`config.mk`:
```
export PLATFORM = sky130hd
export DESIGN_NAME = alu_seq_core
export DESIGN_NICKNAME = d
export VERILOG_FILES = /design/src/rtl/alu_seq_pkg.sv /design/src/rtl/alu_seq_exec.sv /design/src/rtl/alu_seq_core.sv
export SDC_FILE = /design/constraint.sdc
export NUM_CORES = 1
export LEC_CHECK = 0
export ABC_AREA = 1
export CORE_MARGIN = 2
export CORE_UTILIZATION = 35
export CTS_CLUSTER_DIAMETER = 80
export DETAILED_ROUTE_END_ITERATION = 16
export GPL_ROUTABILITY_DRIVEN = 0
export HOLD_SLACK_MARGIN = 0.1
export SLEW_MARGIN = 20
export SYNTH_ARGS = -nofsm -noshare
export SYNTH_HDL_FRONTEND = slang
export SYNTH_SLANG_ARGS = --single-unit
```
`constraint.sdc`:
```
create_clock -name clk -period 2.3 [get_ports clk]
set_input_delay 0.46 -clock clk [delete_from_list [all_inputs] [get_ports clk]]
set_output_delay 0.46 -clock clk [all_outputs]
set_load 0.01 [all_outputs]
```
`src/rtl/alu_seq_pkg.sv`:
```
// +----------------------------------------------------------------------+
// | alu_seq_pkg : shared opcodes, bus request codes and FSM states for    |
// |               the sequential immediate-ALU coprocessor.               |
// | Revision    : 1.0                                                     |
// +----------------------------------------------------------------------+
`default_nettype none

package alu_seq_pkg;

  typedef enum logic [3:0] {
    OP_NOP  = 4'd0,
    OP_ADDI = 4'd1,
    OP_SUBI = 4'd2,
    OP_ANDI = 4'd3,
    OP_ORI  = 4'd4,
    OP_XORI = 4'd5,
    OP_SHLI = 4'd6,
    OP_SHRI = 4'd7
  } opcode_e;

  localparam logic [3:0] BUS_REQ_IDLE = 4'b0000;
  localparam logic [3:0] BUS_REQ_ADDR = 4'b0011;
  localparam logic [3:0] BUS_REQ_DATA = 4'b0001;

  typedef enum logic [2:0] {
    S_IDLE  = 3'd0,
    S_REQ   = 3'd1,
    S_FETCH = 3'd2,
    S_EXEC  = 3'd3,
    S_WRITE = 3'd4
  } state_e;

  // Opcodes that need an operand fetch; everything else completes in IDLE.
  function automatic logic op_is_alu(input logic [3:0] op);
    return (op >= 4'd1) && (op <= 4'd7);
  endfunction

endpackage

`default_nettype wire

```
`src/rtl/alu_seq_exec.sv`:
```
// +----------------------------------------------------------------------+
// | alu_seq_exec : combinational datapath, op/A/B -> {carry, result}.     |
// | Revision     : 1.0                                                    |
// +----------------------------------------------------------------------+
`default_nettype none

module alu_seq_exec
  import alu_seq_pkg::*;
#(
  parameter int DATA_W = 4
) (
  input  logic [3:0]        op_i,
  input  logic [DATA_W-1:0] a_i,
  input  logic [DATA_W-1:0] b_i,
  output logic [DATA_W:0]   res_o
);

  localparam int K = $clog2(DATA_W);

  logic [K-1:0]    amt;
  logic [DATA_W:0] shr_ext;

  assign amt = a_i[K-1:0];

  always_comb begin
    res_o   = '0;
    shr_ext = '0;
    case (op_i)
      OP_ADDI: res_o = {1'b0, a_i} + {1'b0, b_i};
      OP_SUBI: res_o = {1'b0, a_i} - {1'b0, b_i};
      OP_ANDI: res_o = {1'b0, a_i & b_i};
      OP_ORI:  res_o = {1'b0, a_i | b_i};
      OP_XORI: res_o = {1'b0, a_i ^ b_i};
      OP_SHLI: res_o = {1'b0, b_i} << amt;
      OP_SHRI: begin
        // A guard bit below the LSB catches the last bit shifted out.
        shr_ext = {b_i, 1'b0} >> amt;
        res_o   = {shr_ext[0], shr_ext[DATA_W:1]};
      end
      default: res_o = '0;
    endcase
  end

endmodule

`default_nettype wire

```
`src/rtl/alu_seq_core.sv`:
```
// +----------------------------------------------------------------------+
// | alu_seq_core : sequential immediate-ALU coprocessor; fetches operand |
// |                B over the shared bus, computes, writes result back.  |
// | Revision     : 1.0                                                    |
// +----------------------------------------------------------------------+
`default_nettype none

module alu_seq_core
  import alu_seq_pkg::*;
#(
  parameter int DATA_W  = 4,
  parameter int TIMEOUT = 0
) (
  input  logic              clk,
  input  logic              rst_n,
  input  logic              start_i,
  input  logic [3:0]        op_i,
  input  logic [DATA_W-1:0] imm_i,
  output logic [3:0]        bus_req_o,
  input  logic [DATA_W-1:0] bus_i,
  input  logic              ready_i,
  input  logic              oe_n_i,
  output logic [DATA_W-1:0] bus_o,
  output logic [DATA_W-1:0] bus_oe_o,
  output logic              carry_o,
  output logic              zero_o,
  output logic              busy_o,
  output logic              done_o,
  output logic              err_o
);

  localparam int CNT_W = (TIMEOUT > 1) ? $clog2(TIMEOUT) : 1;

  state_e            state_q;
  logic [3:0]        op_q;
  logic [DATA_W-1:0] imm_q;
  logic [DATA_W-1:0] opb_q;
  logic [DATA_W:0]   res_q;
  logic [DATA_W:0]   res_d;
  logic [CNT_W-1:0]  cnt_q;
  logic [3:0]        bus_req_q;
  logic [DATA_W-1:0] bus_q;
  logic [DATA_W-1:0] oe_q;
  logic              carry_q;
  logic              zero_q;
  logic              busy_q;
  logic              done_q;
  logic              err_q;
  logic              timeout_hit;

  alu_seq_exec #(.DATA_W(DATA_W)) u_exec (
    .op_i  (op_q),
    .a_i   (imm_q),
    .b_i   (opb_q),
    .res_o (res_d)
  );

  assign timeout_hit = (TIMEOUT > 0) && (cnt_q == CNT_W'(TIMEOUT - 1));

  always_ff @(posedge clk or negedge rst_n) begin
    if (!rst_n) begin
      state_q   <= S_IDLE;
      op_q      <= '0;
      imm_q     <= '0;
      opb_q     <= '0;
      res_q     <= '0;
      cnt_q     <= '0;
      bus_req_q <= BUS_REQ_IDLE;
      bus_q     <= '0;
      oe_q      <= '0;
      carry_q   <= 1'b0;
      zero_q    <= 1'b0;
      busy_q    <= 1'b0;
      done_q    <= 1'b0;
      err_q     <= 1'b0;
    end else begin
      done_q <= 1'b0;
      case (state_q)
        S_IDLE: begin
          bus_q <= '0;
          oe_q  <= '0;
          if (start_i) begin
            op_q  <= op_i;
            imm_q <= imm_i;
            err_q <= 1'b0;
            if (op_is_alu(op_i)) begin
              state_q   <= S_REQ;
              busy_q    <= 1'b1;
              bus_req_q <= BUS_REQ_ADDR;
            end else begin
              done_q <= 1'b1;
              err_q  <= (op_i != OP_NOP);
            end
          end
        end
        S_REQ: begin
          state_q   <= S_FETCH;
          bus_req_q <= BUS_REQ_DATA;
          cnt_q     <= '0;
        end
        S_FETCH: begin
          // ready_i takes priority over a timeout expiring on the same edge.
          if (ready_i) begin
            opb_q     <= bus_i;
            state_q   <= S_EXEC;
            bus_req_q <= BUS_REQ_IDLE;
          end else if (timeout_hit) begin
            err_q     <= 1'b1;
            done_q    <= 1'b1;
            busy_q    <= 1'b0;
            bus_req_q <= BUS_REQ_IDLE;
            state_q   <= S_IDLE;
          end else begin
            cnt_q <= cnt_q + CNT_W'(1);
          end
        end
        S_EXEC: begin
          res_q   <= res_d;
          carry_q <= res_d[DATA_W];
          zero_q  <= (res_d[DATA_W-1:0] == '0);
          state_q <= S_WRITE;
        end
        S_WRITE: begin
          if (!oe_n_i) begin
            bus_q   <= res_q[DATA_W-1:0];
            oe_q    <= '1;
            done_q  <= 1'b1;
            busy_q  <= 1'b0;
            state_q <= S_IDLE;
          end
        end
        default: begin
          state_q   <= S_IDLE;
          busy_q    <= 1'b0;
          bus_req_q <= BUS_REQ_IDLE;
        end
      endcase
    end
  end

  assign bus_req_o = bus_req_q;
  assign bus_o     = bus_q;
  assign bus_oe_o  = oe_q;
  assign carry_o   = carry_q;
  assign zero_o    = zero_q;
  assign busy_o    = busy_q;
  assign done_o    = done_q;
  assign err_o     = err_q;

endmodule

`default_nettype wire
```
==> metrics.log <==
[metrics] result of the run: finished clean
[metrics] Worst R2R Start: op_q[3]
[metrics] maximum number of pins on one net before global-route repair: 32
[metrics] horizontal die dimension: 81.0 microns
[metrics] post-CTS setup buffers: 0
[metrics] P per Cell Area: 1460 nW/um^2
[metrics] leak pwr: 1.30 nW
[metrics] post-synthesis to final-layout area growth: 24.8%
[metrics] clock tree skew after final layout: 0.00737 ns
[metrics] aggregate global routing overflow: 0
[metrics] CP startpoint: op_q[3]
[metrics] number of register bits inferred by synthesis: 31
[metrics] Worst R2R End: zero_o
[metrics] number of library cell types mapped by synthesis: 28
[metrics] dominant cell type by area after synthesis: dfrtp_1
[metrics] overall die area: 6560 sq um
[metrics] dominant cell by count in the synthesized netlist: nand2_1
[metrics] YS warnings: 0
[metrics] First DRT Iteration DRCs: 116
[metrics] number of slew-limit violations in the final report: 0
[metrics] initial core utilization: 35.6%
[metrics] DRC Markers: 0
[metrics] estimated wirelength of the detail-placed design: 3810 microns
[metrics] DRT antenna net count: 0
[metrics] Std-Cell Rows: 28
[metrics] via-per-instance ratio: 4.75
[metrics] instance count on the critical path: 14
[metrics] worst min-delay path category: flip-flop to flip-flop
[metrics] setup repair after global routing missed its margin: no
[metrics] Tot GR Track Use: 16.2%
[metrics] count of fill cells added during filler insertion: 603
[metrics] area of the placeable core: 5820 sq um
[metrics] most common flop cell mapped by yosys: dfrtp_1
[metrics] leading cell types by total area after synthesis: dfrtp_1 (37%), nand2_1 (13%), ha_1 (7.8%)
[metrics] cells along the critical path: nor2_2 -> nand2_1 -> nand2_1 -> o21ai_1 -> fa_1 -> inv_1 -> nand2_1 -> nand2_1 -> nor2_1 -> nor2_1 -> nand3_2 -> nor2_2 -> nand3_2 -> nand2_1
[metrics] most prevalent standard cell on the critical path: nand2_1
[metrics] required time at the worst-slack endpoint: 2.52 ns
[metrics] end point of the critical path: zero_o
[metrics] Cells on Worst Hold Path: 2
[metrics] slack of the worst reg-to-reg path: 0.20 ns
[metrics] clock slew at the register clock pins of the worst setup and hold paths: 0.07 ns
[metrics] post-synthesis async set-or-reset flop share: 100%
[metrics] PortBufs: 31
[metrics] fraction of post-synthesis cell area in the top cell type by area: 37.4%
[metrics] first-pass GRT wire length: 8240 microns
[metrics] r2r worst-path depth: 14
[metrics] final number of hold-violating endpoints: 0
[metrics] Post-Place Worst Slack: 0.109 ns
[metrics] count of clock tree sinks: 31
[metrics] DIE HEIGHT: 81.0 microns
[metrics] largest vdd supply drop: 0.670 mV
[metrics] CP endpoint kind: flip-flop
[metrics] upper clock frequency limit: 477 MHz
[metrics] first drt pass iteration count: 5
[metrics] number of antenna repair diodes: 0
[metrics] root buf cell: clkbuf_8
[metrics] Post-Synth Adder-Cell Area: 8.81%
[metrics] fraction of layout cells with a size suffix above 1: 14.1%
[metrics] maximum cell stage delay along the critical path: 0.43 ns
[metrics] post-synthesis mux area share: 0%
[metrics] # Max-Cap Violations: 0
[metrics] clock tree from TritonCTS: yes
[metrics] final worst path period share: 91.1%
[metrics] via count of the first global-routing pass: 1,791
[metrics] arrival time worst endpoint: 2.32 ns
[metrics] Mean Syn Cell Area: 7.43 sq um
[metrics] Synth Area in Compound Gates: 9.11%
[metrics] share of synthesized area occupied by flip-flops and latches: 37.4%
[metrics] initial antenna violation count: 0
[metrics] WL/cell: 12.2 microns
[metrics] CTS Buffer Depth: 2
[metrics] largest fanout on the critical path: 4
[metrics] setup ws final: 0.205 ns
[metrics] critical path launch point type: flip-flop
[metrics] source-to-sink clock delay at the later pin of the worst-skew pair: 0.28 ns
[metrics] number of buffers created by CTS: 5
[metrics] most common library cells after synthesis: nand2_1 (74), nand3_1 (32), dfrtp_1 (31), inv_1 (28), nor2_1 (23)
[metrics] combined area of all synthesized cells: 2070 sq um
[metrics] CP Buf/Inv Count: 1
[metrics] vias: 1,873
[metrics] Critical Setup Path Class: flip-flop to flip-flop
[metrics] number of flops mapped to enable cells by yosys: 0
[metrics] Post-Synth Simple-Gate Area: 33.3%
[metrics] library cell contributing the largest single delay on the critical path: fa_1
[metrics] IO Pins: 34
[metrics] minimum clock period: 2.10 ns
[metrics] xor/xnor cell area share of the yosys netlist: 0.845%
[metrics] setup TNS: 0 ns
[metrics] Final Net Count: 349
[metrics] combinational family with the most area after synthesis: simple AND/OR/NAND/NOR gates
[metrics] Final setup violation count: 0
[metrics] number of cells produced by synthesis: 279
[metrics] H-tree depth reported by CTS: 2
[metrics] dominant delay contributor by cell family on the critical path: simple AND/OR/NAND/NOR gates
[metrics] Total Routed Length: 4800 microns
-- state kept, by name (all words and copies together) (netlist names) --
name	flops
zero_o	1
bus_o	4
err_o	1
bus_oe_o	1
opb_q	4
busy_o	1
state_q	3
bus_req_o	2
res_q	4
op_q	4
done_o	1
imm_q	4
carry_o	1
-- worst min-delay path by stage --
stage                       startpoint           end  slack [ns]
after floorplan                  rst_n      bus_o[0]        0.16
after global placement         carry_o       carry_o        0.47
after detailed placement       carry_o       carry_o        0.47
after CTS                       zero_o        zero_o        0.49
after global routing      bus_req_o[1]  bus_req_o[1]        0.52
final                          carry_o       carry_o        0.48
-- worst reg2reg max path, cell delays in order (launching register included) --
cell     delay (ns)
dfrtp_1        0.42
nor2_2         0.18
nand2_1        0.12
nand2_1        0.08
o21ai_1        0.11
fa_1           0.43
inv_1          0.08
nand2_1        0.05
nand2_1        0.07
nor2_1         0.05
nor2_1         0.12
nand3_2        0.10
nor2_2         0.11
nand3_2        0.07
nand2_1        0.06
-- cell type report --
class | instances | area [sq um] | area share (%)
clock inverter | 1 | 7.51 | 0.290
timing repair buffer | 39 | 370 | 14.3
inverter | 40 | 153 | 5.90
sequential | 31 | 776 | 30.0
tap | 75 | 93.8 | 3.63
clock buffer | 7 | 96.3 | 3.72
multi-input combinational | 201 | 1090 | 42.2
-- layer usage --
layer	vias to the layer above	track usage [%]	share of wire [%]
li1	969	-	-
met1	865	22.2	50
met2	35	25.8	46
met3	4	3.78	3.9
met4	0	4.24	0.81
met5	-	0	0
-- report_power, final --
| group | total (mW) | leakage (nW) | internal [mW] | switching, mW |
|---|---|---|---|---|
| Combinational | 2.28 | 0.858 | 0.913 | 1.37 |
| Clock | 0.494 | 0.0505 | 0.272 | 0.222 |
| Sequential | 1.00 | 0.389 | 0.773 | 0.229 |
-- cells by family (layout without fill, tap and decap cells) --
| logic type | count (synthesis) | count (layout) |
|---|---|---|
| adder cells (fa/ha/maj) | 14 | 14 |
| buffers and inverters | 48 | 87 |
| AND/OR/NAND/NOR | 148 | 148 |
| AO/OA/AOI/OAI | 35 | 35 |
| other | 1 | 2 |
| XOR/XNOR | 2 | 2 |
| flip-flops | 31 | 31 |
-- placed cells by master, fill, tap and decap left out, types with 2 or more instances in the layout --
cell / n
dfrtp_1: 31
nor2_2: 4
o21ai_1: 10
o21ai_0: 10
a21oi_1: 8
inv_2: 11
inv_1: 28
clkdlybuf4s50_1: 31
nand2_2: 3
nor2_1: 23
nand4_1: 2
nand3_1: 32
nor3_4: 2
buf_4: 8
xor2_1: 2
clkbuf_8: 7
conb_1: 2
o21bai_1: 3
nand3_2: 6
nand2_1: 74
ha_1: 13
-- stage by stage --
stage          hold WS [ns]  utilization, %  total power, mW  cell area, sq um  cells
3_3_place_gp          0.470            42.6             3.23              2480    386
2_1_floorplan         0.164               -             2.57              2080    280
5_1_grt               0.519            44.5             4.19              2590    394
4_1_cts               0.490            44.4             3.79              2580    394
3_5_place_dp          0.472            42.6             3.28              2480    386
6_report              0.483            44.5             3.78              2590    394
-- timing repair --
action,CTS,global route
hold endpoints to repair,0,0
gates resized for setup,0,2
hold buffers,0,0
endpoints found under the setup margin,0,4
(Power assumes the default switching activity.)
